<file path="config.mk">
export PLATFORM = sky130hd
export DESIGN_NAME = fir_tdm_scheduler
export DESIGN_NICKNAME = d
export VERILOG_FILES = /design/src/rtl/fir_pkg.sv /design/src/rtl/fir_mac_unit.sv /design/src/rtl/fir_tdm_scheduler.sv
export SDC_FILE = /design/constraint.sdc
export NUM_CORES = 2
export LEC_CHECK = 0
export CAP_MARGIN = 40
export CORE_ASPECT_RATIO = 0.7
export CORE_MARGIN = 1.5
export CORE_UTILIZATION = 45
export CTS_CLUSTER_DIAMETER = 40
export DETAILED_ROUTE_END_ITERATION = 12
export DONT_BUFFER_PORTS = 1
export SLEW_MARGIN = 20
export SYNTH_ARGS = -nofsm -noshare
export SYNTH_HDL_FRONTEND = slang
export SYNTH_SLANG_ARGS = --single-unit
export TNS_END_PERCENT = 5
</file>
<file path="constraint.sdc">
create_clock -name clk -period 18.35 [get_ports clk]
set_input_delay 3.67 -clock clk [delete_from_list [all_inputs] [get_ports clk]]
set_output_delay 3.67 -clock clk [all_outputs]
set_load 0.1 [all_outputs]
</file>
<file path="src/rtl/fir_pkg.sv">
// Shared types, the FSM state encoding and the default low-pass coefficient set
// for the time-multiplexed FIR scheduler.
package fir_pkg;

    localparam int unsigned SAMPLE_W   = 16;
    localparam int unsigned PROD_W     = 32;
    localparam int unsigned DEF_TAPS   = 16;
    localparam int unsigned DEF_TAPS_W = 4;

    typedef logic signed [SAMPLE_W-1:0] sample_t;
    typedef logic signed [SAMPLE_W-1:0] coef_t;

    typedef enum logic [1:0] {
        ST_CLEAR = 2'd0,
        ST_IDLE  = 2'd1,
        ST_MAC   = 2'd2,
        ST_OUT   = 2'd3
    } state_e;

    // Symmetric 16-tap low-pass, loaded into the coefficient bank at reset
    localparam coef_t DEFAULT_LPF [DEF_TAPS] = '{
        -16'sd79,   -16'sd136,  16'sd312,   16'sd654,
        -16'sd1244, -16'sd2280, 16'sd4501,  16'sd14655,
        16'sd14655, 16'sd4501,  -16'sd2280, -16'sd1244,
        16'sd654,   16'sd312,   -16'sd136,  -16'sd79
    };

    // Default value for tap idx; taps beyond the stored set reset to zero
    function automatic coef_t default_coef(input int unsigned idx);
        logic [DEF_TAPS_W-1:0] sel;
        sel = DEF_TAPS_W'(idx);
        if (idx < DEF_TAPS) begin
            return DEFAULT_LPF[sel];
        end
        return '0;
    endfunction

endpackage

</file>
<file path="src/rtl/fir_mac_unit.sv">
// Registered signed 16x16 multiply-accumulate. clr_i zeroes the accumulator,
// en_i adds one product; acc_sum_c exposes the value the next enabled edge stores.
module fir_mac_unit
    import fir_pkg::*;
#(
    parameter int unsigned ACC_W = 36
) (
    input  logic                    clk,
    input  logic                    rst,
    input  logic                    clr_i,
    input  logic                    en_i,
    input  sample_t                 a_i,
    input  coef_t                   b_i,
    output logic signed [ACC_W-1:0] acc_o,
    output logic signed [ACC_W-1:0] acc_sum_c
);

    logic signed [PROD_W-1:0] prod;
    logic signed [ACC_W-1:0]  acc_q;
    logic signed [ACC_W-1:0]  acc_d;

    // Full-precision product and next accumulator value
    always_comb begin
        prod      = PROD_W'(a_i) * PROD_W'(b_i);
        acc_sum_c = acc_q + ACC_W'(prod);
        acc_d     = acc_q;
        if (clr_i) begin
            acc_d = '0;
        end else if (en_i) begin
            acc_d = acc_sum_c;
        end
    end

    // Accumulator register
    always_ff @(posedge clk or posedge rst) begin
        if (rst) begin
            acc_q <= '0;
        end else begin
            acc_q <= acc_d;
        end
    end

    assign acc_o = acc_q;

endmodule

</file>
<file path="src/rtl/fir_tdm_scheduler.sv">
// Time-multiplexed FIR controller: NCH channels share one MAC. Each accepted
// sample runs NTAPS MAC cycles against the coefficient bank and yields one
// filtered sample through a valid/ready handshake.
// Optional build macro FIR_TDM_SAT_EN: clamp the shifted accumulator to 16 bits
// instead of keeping the wrapped low 16 bits.
module fir_tdm_scheduler
    import fir_pkg::*;
#(
    parameter  int unsigned NTAPS = 16,
    parameter  int unsigned NCH   = 2,
    parameter  int unsigned SHIFT = 8,
    localparam int unsigned CHW   = (NCH > 1) ? $clog2(NCH) : 1,
    localparam int unsigned TW    = $clog2(NTAPS)
) (
    input  logic           clk,
    input  logic           rst,
    input  logic           in_valid,
    output logic           in_ready,
    input  logic [CHW-1:0] in_ch,
    input  sample_t        in_sample,
    output logic           out_valid,
    input  logic           out_ready,
    output logic [CHW-1:0] out_ch,
    output sample_t        out_sample,
    input  logic           coef_we,
    input  logic [TW-1:0]  coef_addr,
    input  coef_t          coef_wdata,
    output logic           coef_err,
    output logic           busy
);

    localparam int unsigned ACC_W  = PROD_W + TW;
    localparam int unsigned HW     = CHW + TW;
    localparam int unsigned HDEPTH = NCH * NTAPS;

`ifdef FIR_TDM_SAT_EN
    localparam logic signed [ACC_W-1:0] SAT_HI = ACC_W'(32'sd32767);
    localparam logic signed [ACC_W-1:0] SAT_LO = ACC_W'(-32'sd32768);
`endif

    // Scale the accumulator down and fit it into a 16-bit sample
    function automatic sample_t reduce_acc(input logic signed [ACC_W-1:0] acc);
        logic signed [ACC_W-1:0] sh;
        sh = acc >>> SHIFT;
`ifdef FIR_TDM_SAT_EN
        if (sh > SAT_HI) begin
            return 16'sh7fff;
        end
        if (sh < SAT_LO) begin
            return 16'sh8000;
        end
        return SAMPLE_W'(sh);
`else
        return SAMPLE_W'(sh);
`endif
    endfunction

    state_e         state_q, state_d;
    logic [HW-1:0]  clr_cnt_q, clr_cnt_d;
    logic [TW-1:0]  tap_q, tap_d;
    logic [CHW-1:0] ch_q, ch_d;
    logic [TW-1:0]  wptr_q [NCH];
    sample_t        hist_q [HDEPTH];
    coef_t          coef_q [NTAPS];

    logic           in_ready_q, in_ready_d;
    logic           out_valid_q, out_valid_d;
    logic [CHW-1:0] out_ch_q, out_ch_d;
    sample_t        out_sample_q, out_sample_d;
    logic           coef_err_q, coef_err_d;
    logic           busy_q, busy_d;

    logic           mac_clr;
    logic           mac_en;
    logic           wptr_inc;
    logic           coef_wr;
    logic           hist_we;
    logic [HW-1:0]  hist_waddr;
    sample_t        hist_wdata;
    logic [TW-1:0]  rd_ptr;
    sample_t        mac_a;
    coef_t          mac_b;

    logic signed [ACC_W-1:0] mac_acc;
    logic signed [ACC_W-1:0] mac_sum_c;

    // Operand fetch: newest sample pairs with coef[0], older samples wrap modulo NTAPS
    always_comb begin
        rd_ptr = wptr_q[ch_q] - tap_q;
        mac_a  = hist_q[{ch_q, rd_ptr}];
        mac_b  = coef_q[tap_q];
    end

    // Next-state and control decode
    always_comb begin
        state_d      = state_q;
        clr_cnt_d    = clr_cnt_q;
        tap_d        = tap_q;
        ch_d         = ch_q;
        out_valid_d  = out_valid_q;
        out_ch_d     = out_ch_q;
        out_sample_d = out_sample_q;
        mac_clr      = 1'b0;
        mac_en       = 1'b0;
        wptr_inc     = 1'b0;
        coef_wr      = 1'b0;
        hist_we      = 1'b0;
        hist_waddr   = clr_cnt_q;
        hist_wdata   = '0;
        coef_err_d   = coef_we && (state_q != ST_IDLE);

        unique case (state_q)
            ST_CLEAR: begin
                hist_we    = 1'b1;
                hist_waddr = clr_cnt_q;
                hist_wdata = '0;
                clr_cnt_d  = clr_cnt_q + HW'(1);
                if (clr_cnt_q == HW'(HDEPTH - 1)) begin
                    clr_cnt_d = '0;
                    state_d   = ST_IDLE;
                end
            end
            ST_IDLE: begin
                coef_wr = coef_we;
                if (in_valid) begin
                    hist_we    = 1'b1;
                    hist_waddr = {in_ch, wptr_q[in_ch]};
                    hist_wdata = in_sample;
                    ch_d       = in_ch;
                    tap_d      = '0;
                    mac_clr    = 1'b1;
                    state_d    = ST_MAC;
                end
            end
            ST_MAC: begin
                mac_en = 1'b1;
                tap_d  = tap_q + TW'(1);
                if (tap_q == TW'(NTAPS - 1)) begin
                    wptr_inc     = 1'b1;
                    out_valid_d  = 1'b1;
                    out_ch_d     = ch_q;
                    out_sample_d = reduce_acc(mac_sum_c);
                    state_d      = ST_OUT;
                end
            end
            ST_OUT: begin
                if (out_ready) begin
                    out_valid_d = 1'b0;
                    state_d     = ST_IDLE;
                end
            end
            default: begin
                state_d = ST_CLEAR;
            end
        endcase

        in_ready_d = (state_d == ST_IDLE);
        busy_d     = (state_d != ST_IDLE);
    end

    // FSM, sequencing and output registers
    always_ff @(posedge clk or posedge rst) begin
        if (rst) begin
            state_q      <= ST_CLEAR;
            clr_cnt_q    <= '0;
            tap_q        <= '0;
            ch_q         <= '0;
            in_ready_q   <= 1'b0;
            out_valid_q  <= 1'b0;
            out_ch_q     <= '0;
            out_sample_q <= '0;
            coef_err_q   <= 1'b0;
            busy_q       <= 1'b1;
        end else begin
            state_q      <= state_d;
            clr_cnt_q    <= clr_cnt_d;
            tap_q        <= tap_d;
            ch_q         <= ch_d;
            in_ready_q   <= in_ready_d;
            out_valid_q  <= out_valid_d;
            out_ch_q     <= out_ch_d;
            out_sample_q <= out_sample_d;
            coef_err_q   <= coef_err_d;
            busy_q       <= busy_d;
        end
    end

    // Per-channel write pointers advance once the sample has been consumed
    always_ff @(posedge clk or posedge rst) begin
        if (rst) begin
            for (int unsigned i = 0; i < NCH; i++) begin
                wptr_q[i] <= '0;
            end
        end else if (wptr_inc) begin
            wptr_q[ch_q] <= wptr_q[ch_q] + TW'(1);
        end
    end

    // Coefficient bank: defaults at reset, runtime writes only while idle
    always_ff @(posedge clk or posedge rst) begin
        if (rst) begin
            for (int unsigned i = 0; i < NTAPS; i++) begin
                coef_q[i] <= default_coef(i);
            end
        end else if (coef_wr) begin
            coef_q[coef_addr] <= coef_wdata;
        end
    end

    // History storage; zeroed by the CLEAR sweep rather than by reset
    always_ff @(posedge clk) begin
        if (hist_we) begin
            hist_q[hist_waddr] <= hist_wdata;
        end
    end

    fir_mac_unit #(
        .ACC_W (ACC_W)
    ) u_mac (
        .clk       (clk),
        .rst       (rst),
        .clr_i     (mac_clr),
        .en_i      (mac_en),
        .a_i       (mac_a),
        .b_i       (mac_b),
        .acc_o     (mac_acc),
        .acc_sum_c (mac_sum_c)
    );

    // Final value is captured from acc_sum_c; the registered copy is not needed here
    logic unused_acc;
    assign unused_acc = ^mac_acc;

    assign in_ready   = in_ready_q;
    assign out_valid  = out_valid_q;
    assign out_ch     = out_ch_q;
    assign out_sample = out_sample_q;
    assign coef_err   = coef_err_q;
    assign busy       = busy_q;

endmodule
</file>
==> results summary <==
The number of search-and-repair iterations in the first detailed-routing pass came out at 7. The post-synthesis net count is 3107. The total count of hold-check failures in the final report is 0. The largest family of logic cells by synthesized area is multiplexers. The number of clock buffers added by TritonCTS is 96. The number of DRC violations after detailed routing came out at 0. The met1 capacity usage during global routing came out at 30.7%. The post-synthesis adder-cell area fraction is 12.4%.

The buffer levels on the longest clock path is 3. Setup repair after global routing left no endpoint under its margin. The clock transition at the registers of the reported paths came out at 0.06 ns. The number of global-route vias before repair came to 25141. The post-CTS repair timing setup buffer count is 0. The per-cell routed wire length is 24.1 µm. The multi-input logic area is 0.0174 mm².

The number of antenna violations at the first check in global routing is 2. The max-cap check violation count came out at 0. The iteration-0 DRC count of the detailed router is 1728. Routability-driven placement finished with a final weighted congestion of 0.809. After floorplanning, the core was divided into 94 placement rows. The floorplan step defined a die boundary enclosing 0.0967 mm².

The global route total overflow came out at 0. The average instance area after synthesis is 15.4 µm². For the worst-skew pair, the clock arrives at the later sink with an insertion delay of 0.68 ns. The clock skew came out at 0.0244 ns. Entering global routing, the biggest net connects 191 pins.

The number of top-level design ports came out at 63. STA classifies the critical path startpoint as a flop. The library cell used as clock root buffer is sky130_fd_sc_hd__clkbuf_16.

The number of synthesized register bits is 833. The number of H-tree branching levels is 3. The run finished with clean final reports.

The share of synthesized area in the top cell type comes to 36.0%. Counting distinct cell types in the post-synthesis netlist gives 54. The TritonCTS clock tree is done.

Hold repair after CTS inserted 0 buffers. The data arrival time at the worst-slack endpoint came out at 11.01 ns. The post-route setup TNS came out at 0 ns. The first global-routing pass estimated 156 mm of wire. Setup violations remaining at the end of the flow were counted as 0.

After clock tree synthesis, the repair step resized 0 gates. Detailed routing inserted a total of 23205 vias. Headroom to the max-slew limit came out at 31.3%. The HPWL after detailed placement is 66.3 mm. The worst-path cell with the longest stage delay is sky130_fd_sc_hd__dfrtp_2. The count of input and output buffers is 0. The post-layout net count came out at 3193. Synthesis handed over a netlist of 2767 instances. Along the worst path, the maximum fanout reaches 43. Before CTS, the worst setup slack after placement is 7.93 ns. The number of filler cells placed in the layout came out at 7645. The tightest hold margin is 0.501 ns. The global router's overall resource usage came out at 21.7%.

By count the netlist is led by 512 x sky130_fd_sc_hd__edfxtp_1, 302 x sky130_fd_sc_hd__inv_1, 282 x sky130_fd_sc_hd__mux2_2, 213 x sky130_fd_sc_hd__mux4_2, 210 x sky130_fd_sc_hd__fa_1. The met2 track utilization from global routing came out at 33.7%. The layout cell share with drive strength beyond 1 is 32.7%. The slew at the pin with the worst max-slew slack came out at 1.03 ns. The leading register cell type out of synthesis is sky130_fd_sc_hd__edfxtp_1. The dominant cell type by area after synthesis is sky130_fd_sc_hd__edfxtp_1.

By instance count, the cell type seen most on the critical path is sky130_fd_sc_hd__fa_1. The fraction of synthesized area in multiplexers came out at 20.3%. In this run the remaining antenna-violating nets after routing total 0. The initial core utilization came out at 45.4%. The synthesized design contains 512 enable-type register cells. The total area of sequential cells came out at 0.0236 mm². The met3 usage in global routing is 4.84%. The data required time of the worst path came out at 18.94 ns. met2 is the most crowded layer. The post-route minimum period is 10.43 ns. The area growth from synthesis to layout came out at 13.9%.

The top achievable clock speed came out at 95.9 MHz. The post-synthesis share of cell area spent on xor and xnor gates is 1.13%. The startpoint-to-endpoint class of the critical path is reg -> reg. Of the total synthesized cell area, the portion taken by AND, OR, NAND and NOR gates is 5.24%.

The worst hold path belongs to the class reg -> reg. The fraction of synthesis flops using an asynchronous set or reset pin came out at 38.5%. Yosys attributes the largest share of cell area to sky130_fd_sc_hd__edfxtp_1 36%, sky130_fd_sc_hd__mux4_2 11%, sky130_fd_sc_hd__dfrtp_1 11%. The total of warnings raised by yosys came out at 0. The final clock period utilization by the worst path is 56.8%.

The vertical die dimension came out at 261 µm. The worst-case setup margin in the final layout came out at 7.92 ns. The count of final max-slew check failures is 0. The delay of the slowest cell on the worst path is 0.89 ns. The total clock sinks is 833. The cell area that synthesis handed to floorplanning was 0.0427 mm². The die is 371 µm wide. The core outline area came out at 0.0940 mm². The synthesized-area fraction occupied by ao, oa, aoi and oai cells is 1.50%. The via-per-instance ratio came out at 5.55. STA classifies the critical path endpoint as a flop.

Yosys instantiated no cell more often than sky130_fd_sc_hd__edfxtp_1. After synthesis, flip-flops and latches occupy 55.2% of the total area. The detailed-route wire length is 101 mm.
## state kept, by name, summed over array words and instances, names as in the netlist, 2 cells and up
name / flops
u_mac.acc_o: 24
tap_q: 4
state_q: 2
coef_q: 256
wptr_q: 8
out_sample: 16
clr_cnt_q: 5
hist_q: 512
## layout by cell type (no fill, tap or decap), drive strengths merged, types with 5 or more instances in the layout
master    count
inv         317
xnor2        29
and3         23
edfxtp      512
mux2        284
dfrtp       186
nor2b        43
or2          20
nand3b        5
a21o          6
nand2b       61
clkinvlp      7
nor3          5
fa          210
nand2       102
o21ai        58
a21oi        26
buf         129
and2         11
bufinv       11
nor2        155
xor2         20
mux4        213
nand3        32
clkbuf      114
mux2i        65
clkinv       34
dfstp       135
ha           88
or3           5
## cell families (layout without fill, tap and decap cells)
family          Yosys count  in the layout
compound gates          112            112
flops                   833            833
fa+ha+maj               298            298
simple gates            466            466
xor+xnor                 51             51
mux                     562            562
other cells               0              2
buf+inv                 445            612
## final timing paths
kind	from	end	slack, ns	cells past startpoint
max	tap_q[1]	out_sample[15]	7.92	29
min	coef_q[159]	coef_q[159]	0.50	1
max reg2reg	tap_q[1]	out_sample[15]	7.92	29
min reg2reg	coef_q[159]	coef_q[159]	0.50	1
max in group asynchronous	rst	tap_q[0]	13.97	2
min in group asynchronous	rst	coef_q[157]	2.86	1
## per-layer routing
layer  up-vias  wire (µm)
li1      10025          -
met1     12374      44900
met2       643      46400
met3       161       6720
met4         2       2740
met5         -         13
## per-stage QoR
| stage | cell area [µm²] | utilization (%) | std cells |
|---|---|---|---|
| global placement | 44300 | 47.1 | 3946 |
| global route | 48600 | 51.7 | 4183 |
| CTS | 48600 | 51.7 | 4180 |
| finish | 48600 | 51.7 | 4184 |
| detailed placement | 45200 | 48.1 | 4001 |
| floorplan | 42700 | - | 2767 |
## layout make-up
cell class	count	share of cell area, %
Inverter	303	2.36
Tap cell	1248	3.21
Timing Repair Buffer	130	3.17
Multi-Input combinational cell	1489	35.8
Clock buffer	113	5.29
Sequential cell	833	48.5
Antenna cell	2	0.0103
Clock inverter	66	1.61
## worst max-delay path: cells and delay by family (launching register included)
family	cells	cell delay (ns)
DFF	1	0.89
and+or+nand+nor	2	0.53
muxes	3	1.28
xor gates and xnor gates	1	0.28
AOI/OAI and AO/OA	6	1.25
adders and majority gates	8	4.19
buffers and inverters	9	1.82
Power is left out: the tool's default activity adds up to more than one toggle a clock period on the data nets, which glitch-free logic cannot reach.
